<file path="src/rtl/vector_stream_ctrl.sv">
// Fill/hold/drain sequencer for a vector_reg_no_load instance.
// Scalars are written one per accepted input beat. The complete vector is then
// held for an in-place consumer or streamed out scalar-by-scalar.
module vector_stream_ctrl #(
  parameter int unsigned SCALAR_BITS = 32,
  parameter int unsigned LENGTH      = 5,
  localparam int unsigned INDEX_WIDTH = (LENGTH > 1) ? $clog2(LENGTH) : 1
) (
  input  logic                   clk,
  input  logic                   rst,
  input  logic                   in_valid,
  output logic                   in_ready,
  input  logic [SCALAR_BITS-1:0] in_data,
  output logic [INDEX_WIDTH-1:0] reg_write_index,
  output logic [SCALAR_BITS-1:0] reg_slice_in,
  output logic                   reg_write_slice,
  output logic [INDEX_WIDTH-1:0] reg_read_index,
  input  logic [SCALAR_BITS-1:0] reg_slice_out,
  output logic                   vec_valid,
  input  logic                   vec_release,
  input  logic                   drain_start,
  output logic                   out_valid,
  input  logic                   out_ready,
  output logic [SCALAR_BITS-1:0] out_data,
  output logic                   out_last,
  input  logic                   flush
);

  typedef enum logic [1:0] {
    ST_FILL,
    ST_FULL,
    ST_DRAIN
  } state_t;

  localparam logic [INDEX_WIDTH-1:0] LAST_IDX = INDEX_WIDTH'(LENGTH - 1);

  state_t                 state_q, state_d;
  logic [INDEX_WIDTH-1:0] idx_q, idx_d;
  logic                   in_fire;
  logic                   out_fire;
  logic                   idx_at_last;

  // Output decode from registered state/idx; rst and flush mask handshakes.
  always_comb begin
    idx_at_last     = (idx_q == LAST_IDX);
    in_ready        = (state_q == ST_FILL) && !rst && !flush;
    reg_write_slice = in_valid && in_ready;
    reg_write_index = rst ? '0 : idx_q;
    reg_slice_in    = in_data;
    reg_read_index  = rst ? '0 : idx_q;
    vec_valid       = (state_q == ST_FULL) && !rst;
    out_valid       = (state_q == ST_DRAIN) && !rst;
    out_last        = out_valid && idx_at_last;
    out_data        = reg_slice_out;
    in_fire         = reg_write_slice;
    out_fire        = out_valid && out_ready && !flush;
  end

  // Next state and shared index; flush overrides every transition.
  always_comb begin
    state_d = state_q;
    idx_d   = idx_q;
    if (flush) begin
      state_d = ST_FILL;
      idx_d   = '0;
    end else begin
      case (state_q)
        ST_FILL: begin
          if (in_fire) begin
            if (idx_at_last) begin
              idx_d   = '0;
              state_d = ST_FULL;
            end else begin
              idx_d = idx_q + 1'b1;
            end
          end
        end
        ST_FULL: begin
          if (drain_start) begin
            state_d = ST_DRAIN;
            idx_d   = '0;
          end else if (vec_release) begin
            state_d = ST_FILL;
            idx_d   = '0;
          end
        end
        ST_DRAIN: begin
          if (out_fire) begin
            if (idx_at_last) begin
              idx_d   = '0;
              state_d = ST_FILL;
            end else begin
              idx_d = idx_q + 1'b1;
            end
          end
        end
        default: begin
          state_d = ST_FILL;
          idx_d   = '0;
        end
      endcase
    end
  end

  // State and index registers with synchronous reset.
  always_ff @(posedge clk) begin
    if (rst) begin
      state_q <= ST_FILL;
      idx_q   <= '0;
    end else begin
      state_q <= state_d;
      idx_q   <= idx_d;
    end
  end

endmodule

</file>
<file path="config.mk">
export PLATFORM = sky130hd
export DESIGN_NAME = vector_stream_ctrl
export DESIGN_NICKNAME = d
export VERILOG_FILES = /design/src/rtl/vector_stream_ctrl.sv
export SDC_FILE = /design/constraint.sdc
export NUM_CORES = 1
export LEC_CHECK = 0
export ABC_AREA = 1
export CAP_MARGIN = 40
export CORE_MARGIN = 10
export CORE_UTILIZATION = 22
export CTS_BUF_LIST = sky130_fd_sc_hd__clkbuf_2
export CTS_CLUSTER_SIZE = 28
export DETAILED_ROUTE_END_ITERATION = 10
export GPL_ROUTABILITY_DRIVEN = 1
export PLACE_DENSITY = 0.89
export SLEW_MARGIN = 20
export SYNTH_ARGS = -nofsm -noshare
export SYNTH_HDL_FRONTEND = slang
export SYNTH_SLANG_ARGS = --single-unit
</file>
<file path="constraint.sdc">
create_clock -name clk -period 1.76 [get_ports clk]
set_clock_uncertainty 0.05 [all_clocks]
set_input_delay 0.352 -clock clk [delete_from_list [all_inputs] [get_ports clk]]
set_output_delay 0.352 -clock clk [all_outputs]
set_load 0.1 [all_outputs]
</file>
==> reports/summary.txt, run 1 <==
Fillers: 410
# hold bufs at CTS: 0
Routed WL per cell: 12.7 um
Post-synthesis sequential area ratio: 11.3%
Req. time, crit path: 1.36 ns
Iteration-0 DRC Markers: 15
Clock slew at reported path FFs: 0.05 ns
Post-route ant nets: 0
Detailed Route WL: 1710 um
Commonest non-fill, non-tap cells in the layout: buf_12 (11), nand2_1 (8), nor2_4 (7), nor2_1 (7), inv_2 (5)
Synthesized area: 886 um2
GPL Wtd Cong: 0.806
Leakage: 0.327 nW
Count of cell types in the netlist: 17
Largest net degree at the start of global routing: 7
Multi-input combinational cell area: 345 um2
Min Hold Slack: 0.483 ns
Final Max Slew Viols: 0
Final hold vios: 0
Die W: 83.5 um
Worst path slowest cell: dfxtp_4
Yosys reg bits: 5
H-Tree Depth: 1
Post-CTS setup buffers: 0
Nets: 159
Worst Setup End Kind: output pin
TritonCTS buffer count: 3
Worst Hold Class: flip-flop to flip-flop
Status: completed
Via density: 3.89
Reg2Reg Launch Point: idx_q[0]
Clk buf depth: 2
Cell Pwr Density: 354 nW/um2
CP Max Fanout: 4
Avg Synthesized Cell Area: 6.98 um2
Non-filler cells, final: 135
Layout cell share with drive strength beyond 1: 55.3%
Worst-Margin Slew: 0.239 ns
Area post-placement: 830 um2
Die Footprint: 6960 um2
Dpl cells: 131
FF/Latch Area: 105 um2
Worst EP arrival: 1.28 ns
Die height: 83.5 um
Clock Latency Late Sink: 0.21 ns
RSZ-0062 raised after global routing: no
Via count: 525
Hold path startpoint: idx_q[0]
Post-layout util: 22.3%
Post-detail-place hpwl: 1440 um
Top Ports: 146
Initial antenna violation count: 0
Leading cell type in the layout, fill and taps excluded: buf_12
Final setup viols: 0
Max-capacitance violation count: 0
Min Clock Period, post-route: 1.68 ns
Cell Chain, Critical Path: inv_2 -> ha_4 -> nand2_4 -> nor3_4 -> buf_12
ANT cells: 0
Final period utilization: 95.4%
Vias in the first global route: 579
Area Growth Syn to Fin: -0.848%
Setup CP Type: flip-flop to output pin
Setup TNS: 0 ns
Starting Density: 22.5%
Clk sinks: 5
Syn Inst Count: 127
Core Footprint: 3940 um2
FMAX: 596 MHz
Synth Net Count: 200
Root buf cell: clkbuf_2
Total track usage: 4.84%
Gr ovfl total: 0
First-pass GRT wire length: 2780 um
Worst vdd ir: 0.119 mV
Slew headroom: 84.0%
Port Buf Inserts: 17
Rows: 23
Final instance area: 878 um2
DRC Markers: 0
Synth Warn #: 0
DRT Pass-1 Iters: 4
Delay of the slowest critical-path stage: 0.35 ns
Critical path origin: idx_q[0]
CTS tree: built
Startpoint Class: flip-flop
[registers in the layout (all words and copies together) (netlist names)]
signal / count
idx_q: 3
state_q: 2
[power by group]
group	leakage (nW)	internal, W	switching [W]
Sequential	0.0416	0.000113	0.00000119
Combinational	0.268	0.0000384	0.0000539
Clock	0.0166	0.0000601	0.0000439
[cell families (layout without fill, tap and decap cells)]
kind of cell | count (synthesis) | in the layout | share of synthesized area, %
compound gates | 7 | 7 | 4.80
fa+ha+maj | 2 | 2 | 2.82
buf+inv | 76 | 34 | 60.6
simple gates | 37 | 37 | 20.5
flops | 5 | 5 | 11.3
[layout make-up]
cell class                      instances  share of cell area [%]
Multi-Input combinational cell         46                    39.3
Timing Repair Buffer                   21                    35.5
Sequential cell                         5                    12.0
Tap cell                               50                    7.12
Inverter                                9                    3.85
Clock buffer                            4                    2.28
[critical path: cells and delay by family (launching register included)]
| family | cells | cell delay (ns) |
|---|---|---|
| adder cells (fa/ha/maj) | 1 | 0.15 |
| AND/OR/NAND/NOR | 2 | 0.27 |
| buffers and inverters | 2 | 0.30 |
| flip-flops | 1 | 0.35 |
[worst paths after layout]
kind                end  slack, ns  depth (start not counted)
max            out_last       0.08                          5
max reg2reg  state_q[1]       0.42                          8
min            idx_q[0]       0.48                          2
min reg2reg    idx_q[0]       0.48                          2
[metal layers]
layer / part of all wire, % / track usage (%)
met3: 14 / 1.76
met5: 0 / 0
met1: 36 / 4.33
met4: 13 / 9.28
met2: 36 / 6.11
[metrics by stage]
| stage | setup WS (ns) | total power (W) |
|---|---|---|
| 2_1_floorplan | -0.144 | 0.000849 |
| 3_3_place_gp | -0.0893 | 0.000208 |
| 3_5_place_dp | -0.109 | 0.000209 |
| 4_1_cts | 0.00563 | 0.000317 |
| 5_1_grt | 0.00249 | 0.000329 |
| 6_report | 0.0818 | 0.000311 |
[cells in the mapped netlist, drive strengths merged]
library cell	n	share of area [%]
a21oi	3	2.1
buf	67	57
dfxtp	5	11
ha	2	2.8
inv	9	3.8
nand2	12	5.9
nand3	4	2.8
nor2	16	8.5
nor3	3	1.7
nor3b	1	0.85
o21ai	4	2.7
or2	1	0.71
[what timing repair did]
| action | 4_1_cts | 5_1_grt |
|---|---|---|
| setup endpoints to repair | 9 | 1 |
| gates resized for setup | 6 | 8 |
| pin swaps | 3 | 1 |
Note: power is estimated with default switching activity, not from simulation.
==> inputs of run 2 (changes only) <==
Settings changed: SKIP_CTS_REPAIR_TIMING from default to 1.
Clock period 1.76 ns to 1.6 ns, I/O delays scaled along.
==> run 2 against run 1 <==
Critical path depth unchanged. Die area unchanged. Via count increased by 6.5%. Sequential cell count unchanged. Sequential power increased by 9%. Worst hold slack got worse by 0.11 ns. Clock power increased by 14%. Combinational power increased by 18%. Power increased by 13%. Global-route usage increased by 1.0 points. Sequential share of layout area decreased by 0.38 points.
==> reports/summary.txt, run 2 (same netlist as run 1, synthesis figures left out) <==
Status: completed
Worst vdd ir: 0.107 mV (-11%)
Final Max Slew Viols: 0 (unchanged)
Via density: 3.96 (+1.9%)
Reg2reg setup slack: 0.14 ns (-0.28 ns)
Startpoint Class: flip-flop
Worst reg2reg endpoint: state_q[1]
Die Footprint: 6960 um2 (unchanged)
Die W: 83.5 um (unchanged)
TritonCTS buffer count: 3 (unchanged)
Worst Hold End: idx_q[0]
Routed WL per cell: 15.6 um (+23%)
ANT cells: 0 (unchanged)
Detailed Route WL: 2200 um (+29%)
R2R depth: 8 (unchanged)
Clk sinks: 5 (unchanged)
Final hold vios: 0 (unchanged)
Hold path startpoint: flush
DRT Pass-1 Iters: 4 (unchanged)
Nets: 165 (+3.8%)
Initial antenna violation count: 0 (unchanged)
Clk buf depth: 2 (unchanged)
Post-route ant nets: 0 (unchanged)
Worst slack, placed: -0.212 ns (-0.102 ns)
Worst Setup End Kind: output pin
CP Max Fanout: 4 (unchanged)
Req. time, crit path: 1.23 ns (-0.13 ns)
Rows: 23 (unchanged)
Non-filler cells, final: 141 (+4.4%)
Root buf cell: clkbuf_2
Final setup margin: 0.00477 ns (-0.0770 ns)
H-Tree Depth: 1 (unchanged)
Post-layout util: 23.8% (+1.6 points)
CTS tree: built
FMAX: 627 MHz
Leakage: 0.379 nW (+16%)
Min Clock Period, post-route: 1.60 ns
DRC Markers: 0 (unchanged)
Fillers: 423 (+3.2%)
Worst-Margin Slew: 0.271 ns (+0.0320 ns)
Largest net degree at the start of global routing: 7 (unchanged)
Max FFs per register: 3 (unchanged)
Worst EP arrival: 1.23 ns (-0.05 ns)
Setup CP Type: flip-flop to output pin
Via count: 559 (+6.5%)
Starting Density: 22.5% (unchanged)
Final setup viols: 0 (unchanged)
Vias in the first global route: 566 (-2.2%)
Leading cell type in the layout, fill and taps excluded: buf_12
Clock slew at reported path FFs: 0.06 ns (about the same)
Top Ports: 146 (unchanged)
Core Footprint: 3940 um2 (unchanged)
Layout cell share with drive strength beyond 1: 59.3% (+4.0 points)
Die height: 83.5 um (unchanged)
Reg2Reg Launch Point: idx_q[0]
Area Growth Syn to Fin: 6.07%
Commonest non-fill, non-tap cells in the layout: buf_12 (11), nor2_4 (9), buf_4 (9)
RSZ-0062 raised after global routing: yes
GPL Wtd Cong: 0.824 (+2.2%)
Cell Pwr Density: 374 nW/um2 (+5.8%)
Total track usage: 5.84% (+1.0 points)
Gr ovfl total: 0 (unchanged)
Min Hold Slack: 0.377 ns (-0.106 ns)
Largest regs: idx_q x3, state_q x2
Clock Latency Late Sink: 0.22 ns (about the same)
Biggest register: idx_q
Slew headroom: 81.9% (-2.1 points)
First-pass GRT wire length: 3130 um (+12%)
Worst Hold Depth: 4 (+2)
Iteration-0 DRC Markers: 51 (+36)
Post-detail-place hpwl: 1900 um (+32%)
Final period utilization: 99.7%
Max-capacitance violation count: 0 (unchanged)
Port Buf Inserts: 17 (unchanged)
Worst Hold Class: input port to flip-flop
Dpl cells: 134 (+2.3%)
-- run 2: cell count changes in the layout (fill, tap and decap cells not counted), sizes merged --
cell	delta
clkdlybuf4s50	-1
buf	+6
dlymetal6s2s	+3
dlygate4sd2	-2
-- run 2: area by class of cell --
class                      count  area (um2)  share of cell area [%]
timing repair buffer          27         367                    39.0
multi-input combinational     46         338                    36.0
sequential                     5         109                    11.6
tap                           50        62.6                    6.66
inverter                       9        43.8                    4.66
clock buffer                   4        20.0                    2.13
-- run 2: per-stage QoR --
step / area, um2 / power (W) / setup TNS (ns)
after global routing: 940 / 0.000377 / -0.152
after global placement: 861 / 0.000234 / -2.02
after CTS: 881 / 0.000362 / -1.76
after detailed placement: 861 / 0.000235 / -2.53
after floorplan: 992 / 0.000935 / -0.351
final: 940 / 0.000352 / 0
-- run 2: power breakdown --
group	leakage (nW)	internal (W)	switching, W
registers	0.0425	0.000122	0.00000123
logic	0.320	0.0000476	0.0000610
clock network	0.0166	0.0000662	0.0000532
-- run 2: worst max-delay path, cell delays in order, from the launching register on --
cell and delay (ns):
dfxtp_2 0.34, inv_2 0.08, ha_1 0.16, nand2_2 0.07, nor3_4 0.15, buf_12 0.20
-- run 2: how the worst max path moves through the flow --
stage	startpoint	to	slack [ns]	depth (start not counted)
final	idx_q[0]	out_last	0.005	5
after global routing	state_q[1]	out_last	-0.08	5
after CTS	rst	out_last	-0.22	4
after detailed placement	rst	out_last	-0.21	4
after global placement	rst	out_last	-0.18	4
after floorplan	idx_q[0]	out_last	-0.26	4
-- run 2: routing by layer --
metal	vias to the layer above	share of wire (%)	global-route usage [%]
met5	-	0	0
met4	0	13	10.7
met3	42	17	4.00
met2	41	46	8.64
met1	225	24	3.39
li1	251	-	-
==> inputs of run 3 (changes only) <==
Clock period 1.6 ns to 1.66 ns, I/O delays scaled along.
==> run 3 against run 2 <==
Non-clock buffer count shrank 2. Global-route usage shrank 0.27 points. Combinational power shrank 8%. Highest routed layer unchanged.
==> reports/summary.txt, run 3 (same netlist as run 1, synthesis figures left out) <==
Initial antenna violation count: 0 (unchanged)
Min Clock Period, post-route: 1.64 ns
Die Footprint: 6960 um2 (unchanged)
Max-capacitance violation count: 0 (unchanged)
Req. time, crit path: 1.28 ns (+0.05 ns)
Die height: 83.5 um (unchanged)
Top Ports: 146 (unchanged)
Worst Hold Class: input port to flip-flop
FMAX: 610 MHz
TritonCTS buffer count: 3 (unchanged)
CP Max Fanout: 4 (unchanged)
Max FFs per register: 3 (unchanged)
Post-detail-place hpwl: 1660 um (-13%)
R2R depth: 9 (+1)
Slew headroom: 83.8% (+1.9 points)
Final period utilization: 98.8%
ANT cells: 0 (unchanged)
Core Footprint: 3940 um2 (unchanged)
Largest regs: idx_q x3, state_q x2
Startpoint Class: flip-flop
Grt peak-use layer: met2
M3 GR Usage: 3.32% (-0.68 points)
Cell Pwr Density: 370 nW/um2 (-1.0%)
CP top delay family: flip-flops
Area Growth Syn to Fin: 2.97%
H-Tree Depth: 1 (unchanged)
Via density: 4.05 (+2.2%)
End of the critical path: out_last
Dpl cells: 133 (-0.75%)
First-pass GRT wire length: 3080 um (-1.3%)
Vias in the first global route: 616 (+8.8%)
Delay of the slowest critical-path stage: 0.34 ns (about the same)
Worst reg2reg endpoint: state_q[1]
Nets: 163 (-1.2%)
Global Route met2 Usage: 8.64% (unchanged)
Clk buf depth: 2 (unchanged)
Critical path origin: idx_q[0]
Status: completed
Leakage: 0.367 nW (-3.3%)
Final setup viols: 0 (unchanged)
Met1 Use GR: 3.84% (+0.45 points)
DRC Markers: 0 (unchanged)
Largest net degree at the start of global routing: 7 (unchanged)
Detailed Route WL: 1960 um (-11%)
CTS tree: built
Via count: 563 (+0.72%)
Clk sinks: 5 (unchanged)
Clock Latency Late Sink: 0.22 ns (about the same)
Cell Chain, Critical Path: inv_2 -> ha_1 -> nand2_2 -> nor3_4 -> buf_12
GPL Wtd Cong: 0.764 (-7.2%)
Post-route ant nets: 0 (unchanged)
CP bufs+invs: 2 (unchanged)
Commonest non-fill, non-tap cells in the layout: buf_12 (11), nor2_4 (9), nand2_1 (8)
Rows: 23 (unchanged)
Clock slew at reported path FFs: 0.06 ns (about the same)
Die W: 83.5 um (unchanged)
Final instance area: 912 um2 (-2.9%)
Non-filler cells, final: 139 (-1.4%)
Reg2Reg Launch Point: idx_q[0]
Leading cell type in the layout, fill and taps excluded: buf_12
Worst vdd ir: 0.0952 mV (-11%)
Setup CP Type: flip-flop to output pin
Total track usage: 5.57% (-0.27 points)
DRT Pass-1 Iters: 4 (unchanged)
Worst Setup End Kind: output pin
Reg2reg setup slack: 0.17 ns (+0.03 ns)
Worst path slowest cell: dfxtp_2
Root buf cell: clkbuf_2
Final hold vios: 0 (unchanged)
Stages on the worst setup path: 5 (unchanged)
Gr ovfl total: 0 (unchanged)
Area post-placement: 852 um2 (-1.0%)
Post-layout util: 23.1% (-0.70 points)
Worst EP arrival: 1.26 ns (+0.03 ns)
Biggest register: idx_q
Starting Density: 22.5% (unchanged)
Layout cell share with drive strength beyond 1: 58.4% (-0.91 points)
RSZ-0062 raised after global routing: yes
Worst Hold Depth: 4 (unchanged)
Final Max Slew Viols: 0 (unchanged)
Worst-Margin Slew: 0.243 ns (-0.0284 ns)
Routed WL per cell: 14.1 um (-9.7%)
Iteration-0 DRC Markers: 33 (-35%)
Port Buf Inserts: 17 (unchanged)
## run 3: metal layers
| metal | up-vias | share of wire (%) | wire length (um) |
|---|---|---|---|
| met3 | 33 | 16 | 320 |
| met1 | 224 | 27 | 535 |
| li1 | 250 | - | - |
| met5 | - | 0 | 0 |
| met2 | 56 | 45 | 880 |
| met4 | 0 | 11 | 221 |
## run 3: final cells by class
type                            instances  area, um2
Clock buffer                            4       20.0
Timing Repair Buffer                   25        352
Fill cell                             410       3030
Inverter                                9       33.8
Multi-Input combinational cell         46        338
Sequential cell                         5        106
Tap cell                               50       62.6
## run 3: metrics by stage
| stage | TNS (ns) | worst slack [ns] | hold WS [ns] | total power, W |
|---|---|---|---|---|
| 3_3_place_gp | -1.37 | -0.143 | 0.454 | 0.000224 |
| 4_1_cts | -1.25 | -0.181 | 0.469 | 0.000341 |
| 3_5_place_dp | -1.70 | -0.177 | 0.461 | 0.000225 |
| 2_1_floorplan | -0.265 | -0.223 | 0.431 | 0.000901 |
| 5_1_grt | -0.0514 | -0.0514 | 0.444 | 0.000353 |
| 6_report | 0 | 0.0204 | 0.398 | 0.000338 |
## run 3: worst min path at each step
| stage | startpoint | to | slack, ns |
|---|---|---|---|
| 6_report | flush | idx_q[0] | 0.40 |
| 5_1_grt | flush | idx_q[0] | 0.44 |
| 4_1_cts | idx_q[2] | idx_q[2] | 0.47 |
| 3_5_place_dp | idx_q[2] | idx_q[2] | 0.46 |
| 3_3_place_gp | idx_q[2] | idx_q[2] | 0.45 |
| 2_1_floorplan | flush | state_q[1] | 0.43 |
## run 3: power breakdown
| part | total [W] | internal (W) | switching [W] |
|---|---|---|---|
| Clock | 0.000117 | 0.0000638 | 0.0000532 |
| Combinational | 0.0000999 | 0.0000427 | 0.0000572 |
| Sequential | 0.000121 | 0.000120 | 0.00000125 |
| Total | 0.000338 | 0.000226 | 0.000112 |
## run 3: worst reg2reg max path: cells and delay by family (launching register included)
family          cells  cell delay (ns)
fa+ha+maj           1             0.16
buf+inv             2             0.23
flops               1             0.34
simple gates        5             0.49
compound gates      1             0.16
